File: src/rtl/prog_timer_pkg.sv
// -----------------------------------------------------------------------------
// prog_timer_pkg
// Shared timer definitions used by every timer block: FSM state encodings,
// run-mode constants, default prescale rate and the command priority decode.
// -----------------------------------------------------------------------------
package prog_timer_pkg;

    // One system cycle is 1/240 s unless a block overrides it.
    localparam int TICKS_PER_SEC_DEF = 240;
    localparam int SEC_W_DEF         = 8;

    typedef enum logic [1:0] {
        ST_IDLE = 2'd0,
        ST_RUN  = 2'd1,
        ST_HOLD = 2'd2
    } timer_state_e;

    localparam logic MODE_ONESHOT  = 1'b0;
    localparam logic MODE_PERIODIC = 1'b1;

    typedef enum logic [1:0] {
        CMD_NONE  = 2'd0,
        CMD_STOP  = 2'd1,
        CMD_START = 2'd2,
        CMD_PAUSE = 2'd3
    } timer_cmd_e;

    // Resolve simultaneous commands: stop beats start beats pause.
    // start_ok must already exclude a start with a zero period.
    function automatic timer_cmd_e decode_cmd(input logic stop,
                                              input logic start_ok,
                                              input logic pause);
        if (stop) begin
            return CMD_STOP;
        end else if (start_ok) begin
            return CMD_START;
        end else if (pause) begin
            return CMD_PAUSE;
        end else begin
            return CMD_NONE;
        end
    endfunction

endpackage

File: src/rtl/prog_timer_tick_gen.sv
// -----------------------------------------------------------------------------
// tick_gen
// Seconds prescaler: counts 0..TICKS_PER_SEC-1 while enabled and wraps to 0.
// tick is high in the cycle the count sits at its last value while enabled,
// i.e. the cycle whose closing edge completes one second.
//
// Ports
//   clk   in   system clock, rising edge
//   rst   in   synchronous active-high reset, clears the count
//   en    in   advance the count this cycle
//   clr   in   clear the count (wins over en)
//   tick  out  last prescale cycle of the current second
// -----------------------------------------------------------------------------
module tick_gen
    import prog_timer_pkg::*;
#(
    parameter int TICKS_PER_SEC = TICKS_PER_SEC_DEF
) (
    input  logic clk,
    input  logic rst,
    input  logic en,
    input  logic clr,
    output logic tick
);

    localparam int CNT_W = (TICKS_PER_SEC > 1) ? $clog2(TICKS_PER_SEC) : 1;
    localparam logic [CNT_W-1:0] CNT_LAST = CNT_W'(TICKS_PER_SEC - 1);

    logic [CNT_W-1:0] cnt_q;

    always_ff @(posedge clk) begin
        if (rst || clr) begin
            cnt_q <= '0;
        end else if (en) begin
            cnt_q <= (cnt_q == CNT_LAST) ? '0 : cnt_q + 1'b1;
        end
    end

    assign tick = en && (cnt_q == CNT_LAST);

endmodule

File: src/rtl/prog_timer.sv
// -----------------------------------------------------------------------------
// prog_timer
// Programmable seconds timer, one-shot or periodic, with pause and abort.
//
//   state | meaning
//   ------+---------------------------------------------------------------
//   IDLE  | not counting, remaining held at 0
//   RUN   | prescaler advancing, remaining decremented once per second
//   HOLD  | paused, prescaler and remaining frozen
//
// Ports
//   clk        in   system clock, rising edge
//   rst        in   synchronous active-high reset
//   start      in   load period/mode and run (ignored when period is 0)
//   stop       in   abort to IDLE
//   pause      in   level, freeze counting while high
//   mode       in   0 one-shot, 1 periodic, sampled with start
//   period     in   duration in seconds, sampled with start
//   sec_pulse  out  one-cycle pulse per elapsed second
//   done       out  one-cycle pulse on expiry, coincident with last sec_pulse
//   busy       out  high in RUN or HOLD
//   remaining  out  seconds left in the current period
// -----------------------------------------------------------------------------
module prog_timer
    import prog_timer_pkg::*;
#(
    parameter int TICKS_PER_SEC = TICKS_PER_SEC_DEF,
    parameter int SEC_W         = SEC_W_DEF
) (
    input  logic             clk,
    input  logic             rst,
    input  logic             start,
    input  logic             stop,
    input  logic             pause,
    input  logic             mode,
    input  logic [SEC_W-1:0] period,
    output logic             sec_pulse,
    output logic             done,
    output logic             busy,
    output logic [SEC_W-1:0] remaining
);

    timer_state_e     state_q;
    timer_state_e     state_d;
    timer_cmd_e       cmd;
    logic [SEC_W-1:0] rem_q;
    logic [SEC_W-1:0] rem_d;
    logic [SEC_W-1:0] period_q;
    logic             mode_q;

    logic start_ok;
    logic last_sec;
    logic presc_en;
    logic presc_clr;
    logic tick;

    logic sec_pulse_d;
    logic done_d;
    logic busy_d;

    assign start_ok = start && (period != '0);
    assign cmd      = decode_cmd(stop, start_ok, pause);
    assign last_sec = (rem_q == SEC_W'(1));

    // The prescaler advances on every RUN cycle, including the cycle in which
    // pause is first seen, so the frozen span equals the number of cycles
    // pause was sampled high. Stop and start both restart the second.
    assign presc_en  = (state_q == ST_RUN) && (cmd != CMD_STOP) && (cmd != CMD_START);
    assign presc_clr = (cmd == CMD_STOP) || (cmd == CMD_START);

    tick_gen #(
        .TICKS_PER_SEC(TICKS_PER_SEC)
    ) u_tick_gen (
        .clk  (clk),
        .rst  (rst),
        .en   (presc_en),
        .clr  (presc_clr),
        .tick (tick)
    );

    // State and timer data registers.
    always_ff @(posedge clk) begin
        if (rst) begin
            state_q  <= ST_IDLE;
            rem_q    <= '0;
            period_q <= '0;
            mode_q   <= MODE_ONESHOT;
        end else begin
            state_q <= state_d;
            rem_q   <= rem_d;
            if (cmd == CMD_START) begin
                period_q <= period;
                mode_q   <= mode;
            end
        end
    end

    // Next-state and next-remaining logic.
    always_comb begin
        state_d = state_q;
        rem_d   = rem_q;
        case (cmd)
            CMD_STOP: begin
                state_d = ST_IDLE;
                rem_d   = '0;
            end
            CMD_START: begin
                state_d = ST_RUN;
                rem_d   = period;
            end
            default: begin
                case (state_q)
                    ST_RUN: begin
                        if (tick) begin
                            if (!last_sec) begin
                                rem_d = rem_q - 1'b1;
                            end else if (mode_q == MODE_PERIODIC) begin
                                rem_d = period_q;
                            end else begin
                                rem_d = '0;
                            end
                        end
                        // A one-shot expiry finishes the run even if pause
                        // arrives in the same cycle.
                        if (tick && last_sec && (mode_q == MODE_ONESHOT)) begin
                            state_d = ST_IDLE;
                        end else if (cmd == CMD_PAUSE) begin
                            state_d = ST_HOLD;
                        end
                    end
                    ST_HOLD: begin
                        if (cmd != CMD_PAUSE) begin
                            state_d = ST_RUN;
                        end
                    end
                    default: begin
                        state_d = ST_IDLE;
                    end
                endcase
            end
        endcase
    end

    // Next output values; tick is already suppressed by stop and start.
    always_comb begin
        sec_pulse_d = tick;
        done_d      = tick && last_sec;
        busy_d      = (state_d != ST_IDLE);
    end

    always_ff @(posedge clk) begin
        if (rst) begin
            sec_pulse <= 1'b0;
            done      <= 1'b0;
            busy      <= 1'b0;
        end else begin
            sec_pulse <= sec_pulse_d;
            done      <= done_d;
            busy      <= busy_d;
        end
    end

    assign remaining = rem_q;

endmodule
File: config.mk
export PLATFORM = sky130hd
export DESIGN_NAME = prog_timer
export DESIGN_NICKNAME = d
export VERILOG_FILES = /design/src/rtl/prog_timer_pkg.sv /design/src/rtl/prog_timer_tick_gen.sv /design/src/rtl/prog_timer.sv
export SDC_FILE = /design/constraint.sdc
export NUM_CORES = 1
export LEC_CHECK = 0
export CORE_MARGIN = 1
export CORE_UTILIZATION = 45
export DETAILED_ROUTE_END_ITERATION = 10
export GPL_TIMING_DRIVEN = 0
export MAX_ROUTING_LAYER = met4
export PLACE_DENSITY = 0.68
export RECOVER_POWER = 50
export SLEW_MARGIN = 25
export SYNTH_ARGS = -nofsm -noshare
export SYNTH_HDL_FRONTEND = slang
export SYNTH_HIERARCHICAL = 1
export SYNTH_SLANG_ARGS = --single-unit
File: constraint.sdc
create_clock -name clk -period 7 [get_ports clk]
set_input_delay 1.4 -clock clk [delete_from_list [all_inputs] [get_ports clk]]
set_output_delay 1.4 -clock clk [all_outputs]
set_load 0.01 [all_outputs]
# Word level (Yosys, flattened, before mapping)
# Cells that the tools add are included.
# op_classes
add_sub_neg	2
eq_ne	10
n_mux	14
bitwise_logic	1
n_reduce_logical	13
# op_table
op	n
8-bit 2-to-1 mux	5
8-bit one-hot mux with 2 select lines	1
2-bit 2-to-1 mux	6
8-bit by 1-bit adder with 8-bit output (second input constant)	1
8-bit by 1-bit equality test with 1-bit output (second input constant)	1
8-bit equality test (second input constant)	1
2-bit one-hot mux with 2 select lines	2
8-bit nonzero test	1
8-bit by 1-bit subtractor with 8-bit output (second input constant)	1
2-bit equality test (second input constant)	3
1-bit logical AND	6
3-bit nonzero test	2
2-bit by 1-bit equality test with 1-bit output (second input constant)	2
2-bit inequality test (second input constant)	2
1-bit logical OR	2
2-bit by 1-bit inequality test with 1-bit output (second input constant)	1
2-bit AND reduction	1
2-bit nonzero test	1
1-bit NOT	1
# totals
regBits	30
input_bits	14
output_inout_bits	11
elab_cells	48

# Depth between registers and ports, before layout
# depth
word_depth	14
depth_mapped	15
mapped_depth_nobuf	12

# By module
# The synthesis kept the hierarchy.
# modules_own_cells
mod	instances	cells_each	area_each_um2	seq_area_each_um2
prog_timer	1	156	1317.5	440.4
tick_gen	1	46	410.4	160.2

# Least setup slack after synthesis
# No wires, ideal clock.
# synth_path
kind	input to register
start	in period[7]
end	reg busy
setup_time_ns	0.120
t_arrival_ns	4.026
required_ns	6.880
setup_slack_ns	2.854
cell_stages	14
n_path_buf	2
path_cell_list	nor4_1 > nand2_1 > a21oi_1 > nor2_1 > ha_1 > buf_1 > nor3b_1 > buf_2 > nand3_1 > nor4_1 > inv_1 > o41ai_4 > o211ai_2 > or2_1
# synth_between
elab_chain_cells	14
# synth_lines
element	line	text
from (decl)	prog_timer.sv:36	input logic [SEC_W-1:0] period,
8-bit nonzero test *	prog_timer.sv:61	assign start_ok = start && (period != '0);
1-bit logical AND *	prog_timer.sv:61	
2-bit 2-to-1 mux *	prog_timer_pkg.sv:35	end else if (start_ok) begin
2-bit 2-to-1 mux *	prog_timer_pkg.sv:33	if (stop) begin
2-bit by 1-bit inequality test with 1-bit output	prog_timer.sv:68	assign presc_en = (state_q == ST_RUN) && (cmd != CMD_STOP) && (cmd != CMD_START);
1-bit logical AND	prog_timer.sv:68	
1-bit logical AND *	prog_timer.sv:68	
named net presc_en	prog_timer.sv:53	logic presc_en;
1-bit logical AND *	prog_timer_tick_gen.sv:39	assign tick = en && (cnt_q == CNT_LAST);
named net sec_pulse_d	prog_timer.sv:57	logic sec_pulse_d;
1-bit logical AND * (2 in series)	prog_timer.sv:125	if (tick && last_sec && (mode_q == MODE_ONESHOT)) begin
2-bit 2-to-1 mux *	prog_timer.sv:125	
2-bit one-hot mux with 2 select lines *	prog_timer.sv:112	case (state_q)
2-bit one-hot mux with 2 select lines *	prog_timer.sv:102	case (cmd)
2-bit nonzero test *	prog_timer.sv:148	busy_d = (state_d != ST_IDLE);
to (signal assigned)	prog_timer.sv:159	busy <= busy_d;
to (decl)	prog_timer.sv:39	output logic busy,
# The timed path passes the listed nets; every way through them passes the cells marked *.
# A chain may end at the register's enable or synchronous reset.

# Worst setup path in the final report
# layout_path
start	in period[5]
end	reg rem_q[6] (netlist: remaining[6])
# layout_between
elab_chain_cells	10
# layout_lines
element	line	text
8-bit nonzero test *	prog_timer.sv:61	
1-bit logical AND *	prog_timer.sv:61	
2-bit 2-to-1 mux *	prog_timer_pkg.sv:35	
2-bit 2-to-1 mux *	prog_timer_pkg.sv:33	
2-bit by 1-bit inequality test with 1-bit output	prog_timer.sv:68	
1-bit logical AND	prog_timer.sv:68	
1-bit logical AND *	prog_timer.sv:68	
named net presc_en	prog_timer.sv:53	
1-bit logical AND *	prog_timer_tick_gen.sv:39	
named net sec_pulse_d	prog_timer.sv:57	
3-bit nonzero test (no line) *	-	
2-bit AND reduction (no line) *	-	
to (signal assigned)	prog_timer.sv:90	rem_q <= rem_d;
to (decl)	prog_timer.sv:46	logic [SEC_W-1:0] rem_q;
# Marked as above.

==> flow_summary.ini <==
[status]
status = finished, final reports clean

[timing]
timing.fmax_ghz = 0.199
finalSetupTns_ps = 0
rsz0062_at_grt = no
fin_crit_sh_pct = 71.7
fin_skew_ps = 8.66
hold_ws_ps = 474
setup_viol_count_final = 0
post-route-min-period_ps = 5020
drv_slew = 0
worstMarginPinSlew_ps = 758
fin_ws_ps = 1980
slew_headroom_pct = 49.1
hold_violations = 0

[yosys]
yosysUniqueCellTypes = 54
synth_compound_area_share_pct = 21.9
synth_xor_area_share_pct = 2.53
ys.flop_type = dfxtp_1
ys_async_sr_fraction_pct = 0
synth.net_count = 224
synth-edff-count = 0
synth_top_cells_by_count = 30 x dfxtp_1, 20 x nor2_1, 15 x nand2_1
syn-cell-area_um2 = 1730
muxShareOfSynthArea_pct = 5.21
ys_seq_area_share_pct = 34.8
yosysTopAreaCell = dfxtp_1
synth.area.top_cells = dfxtp_1 35%, ha_1 5.8%, mux2i_1 5.2%
yosysMostFrequentCell = dfxtp_1
synth_top_family_by_area = simple AND/OR/NAND/NOR gates
avgSynthCellArea_um2 = 8.55
yosysWarnings = 6
synth_simple_gate_area_share_pct = 23.2
synthCells = 202
synth_adder_area_share_pct = 5.79
synth_seq_cells = 30
yosysTopAreaCellShare_pct = 34.8

[placed_design]
gp_congestion = 0.902
dp_slack_ps = 1810
dp.cells = 274
dpl.hpwl_mm = 2.93
postPlaceCellArea_um2 = 2030
port_buffers = 24

[job]
drv_cap = 0

[die]
dieArea_um2 = 4090
design.core.area_um2 = 3660
initial_utilization_pct = 47.2
row_count = 22
die_y_um = 64.0
dieWidth_um = 64.0
ios = 25

[power_and_ir_drop]
pwr-share-comb_pct = 22.2
p_clk_share_pct = 37.2
cellLeakagePower_nw = 0.772
p_seq_share_pct = 40.6
power.density_nw_per_um2 = 216
switchingPower_mw = 0.130
ir_drop_mv = 0.0944
p_sw_share_pct = 28.2
p_int_mw = 0.331
total_power_mw = 0.461

[clocking]
clockBufferDepth = 2
cts_tree = yes
clk_pin_slew_ps = 60
cts_max_level = 2
postCtsSetupBuffers = 0
cts_resized = 0
postCtsHoldBufs = 0
clock_sinks = 30
numCtsBuffers = 5
clk_latency_ps = 280
cts_root_buffer = clkbuf_8

[drt]
vias = 1580
routedWlPerCell_um = 14.0
routed_wl_mm = 3.95
via_per_inst = 5.60
antenna_left = 0
first_pass_iters = 5
drc = 0
first_iter_violations = 84

[cells_and_area]
utilization_pct = 58.3
diodes = 0
stdcell_count = 282
nNetsFinal = 255
area_delta_synth_final_pct = 23.5
final_area_um2 = 2130
fillers = 351
drive_gt1_share_pct = 8.55

[grt]
grt_pass1_vias = 1369
grtUsageTotal_pct = 22.0
grt_max_degree = 11
grt.overflow.total = 0
grt_pass1_wl_mm = 6.67
antenna_found_initial = 0

[min_path]
hold_start = period_q[7]
worstHoldEndpoint = period_q[7]
min-delay-path-class = flip-flop to flip-flop
hold_path_depth = 2

[critical_path]
r2r_slack_ps = 4290
endpoint_kind = flip-flop
timing_worst_setup_path_type = input pin to flip-flop
ff2ff_path_depth = 10
rr_startpoint = state_q[0]
critPathRequiredTime_ps = 7140
cp_data_arrival_time_ps = 5160
crit_path_max_fanout = 10
reg2reg_to = remaining[6]
cp-start-kind = input pin
[area by class of cell]
cell class / count / area, µm² / area share (%)
flip-flops and latches: 30 / 601 / 28.1
well taps: 48 / 60.1 / 2.81
inverters: 12 / 45.0 / 2.11
multi-input cells: 149 / 1010 / 47.5
clock inverters: 1 / 30.0 / 1.41
repair buffers: 24 / 240 / 11.3
plain buffers: 11 / 67.6 / 3.17
clock buffers: 7 / 76.3 / 3.58
[cell families after synthesis]
| logic type | after synthesis |
|---|---|
| simple gates | 74 |
| compound gates | 53 |
| flops | 30 |
| buf+inv | 23 |
| mux | 9 |
| fa+ha+maj | 8 |
| xor+xnor | 5 |
[critical path, stage by stage]
cell and delay, ps:
dlygate4sd3_1 600, nor4_1 180, nand2_1 110, a21oi_1 190
nor2_1 80, ha_1 240, clkbuf_1 310, nor3b_1 290
buf_2 230, nand3_1 110, nor4_1 390, o22ai_1 200
and2_1 190, buf_1 220, a211oi_1 350, a311oi_1 70
[per-layer routing]
| layer | routed length [µm] | track usage (%) | up-vias |
|---|---|---|---|
| met2 | 1720 | 30.2 | 51 |
| met4 | 65 | 7.95 | 0 |
| met3 | 206 | 6.25 | 8 |
| li1 | - | - | 803 |
| met5 | 0 | - | - |
| met1 | 1960 | 30.3 | 718 |
[state kept, by name, summed over array words and instances, names as in the netlist]
register / cells
sec_pulse: 1
done: 1
period_q: 8
u_tick_gen/cnt_q: 8
busy: 1
remaining: 8
state_q: 2
mode_q: 1
[cells in the final DEF, fill, tap and decap left out, types with 3 or more instances in the layout]
cell / n
a21oi_1: 13
a311oi_1: 3
a31oi_1: 4
clkbuf_1: 7
clkbuf_8: 6
clkdlybuf4s50_1: 12
dfxtp_1: 30
dlygate4sd3_1: 12
ha_1: 8
inv_1: 11
mux2i_1: 9
nand2_1: 15
nand3_1: 5
nand4_1: 3
nor2_1: 20
nor3_1: 5
nor3b_1: 3
nor4_1: 5
o211ai_1: 4
o21ai_0: 8
o41ai_1: 3
xnor2_1: 3
[power by group through the flow]
stage          sequential (mW)  combinational [mW]  clock, mW
2_1_floorplan            0.192              0.0665          0
4_1_cts                  0.187               0.104      0.173
3_5_place_dp             0.191               0.103          0
3_3_place_gp             0.191               0.104          0
6_report                 0.187               0.102      0.171
5_1_grt                  0.189               0.113      0.180
[worst max path at each step]
stage | from | to | depth (start not counted)
after global placement | period[7] | remaining[6] | 16
after floorplan | period[7] | busy | 14
after detailed placement | period[7] | remaining[6] | 16
final | period[5] | remaining[6] | 16
after global routing | period[5] | remaining[6] | 16
after CTS | period[7] | remaining[6] | 16
No activity file was read; power rests on OpenSTA's default activity.
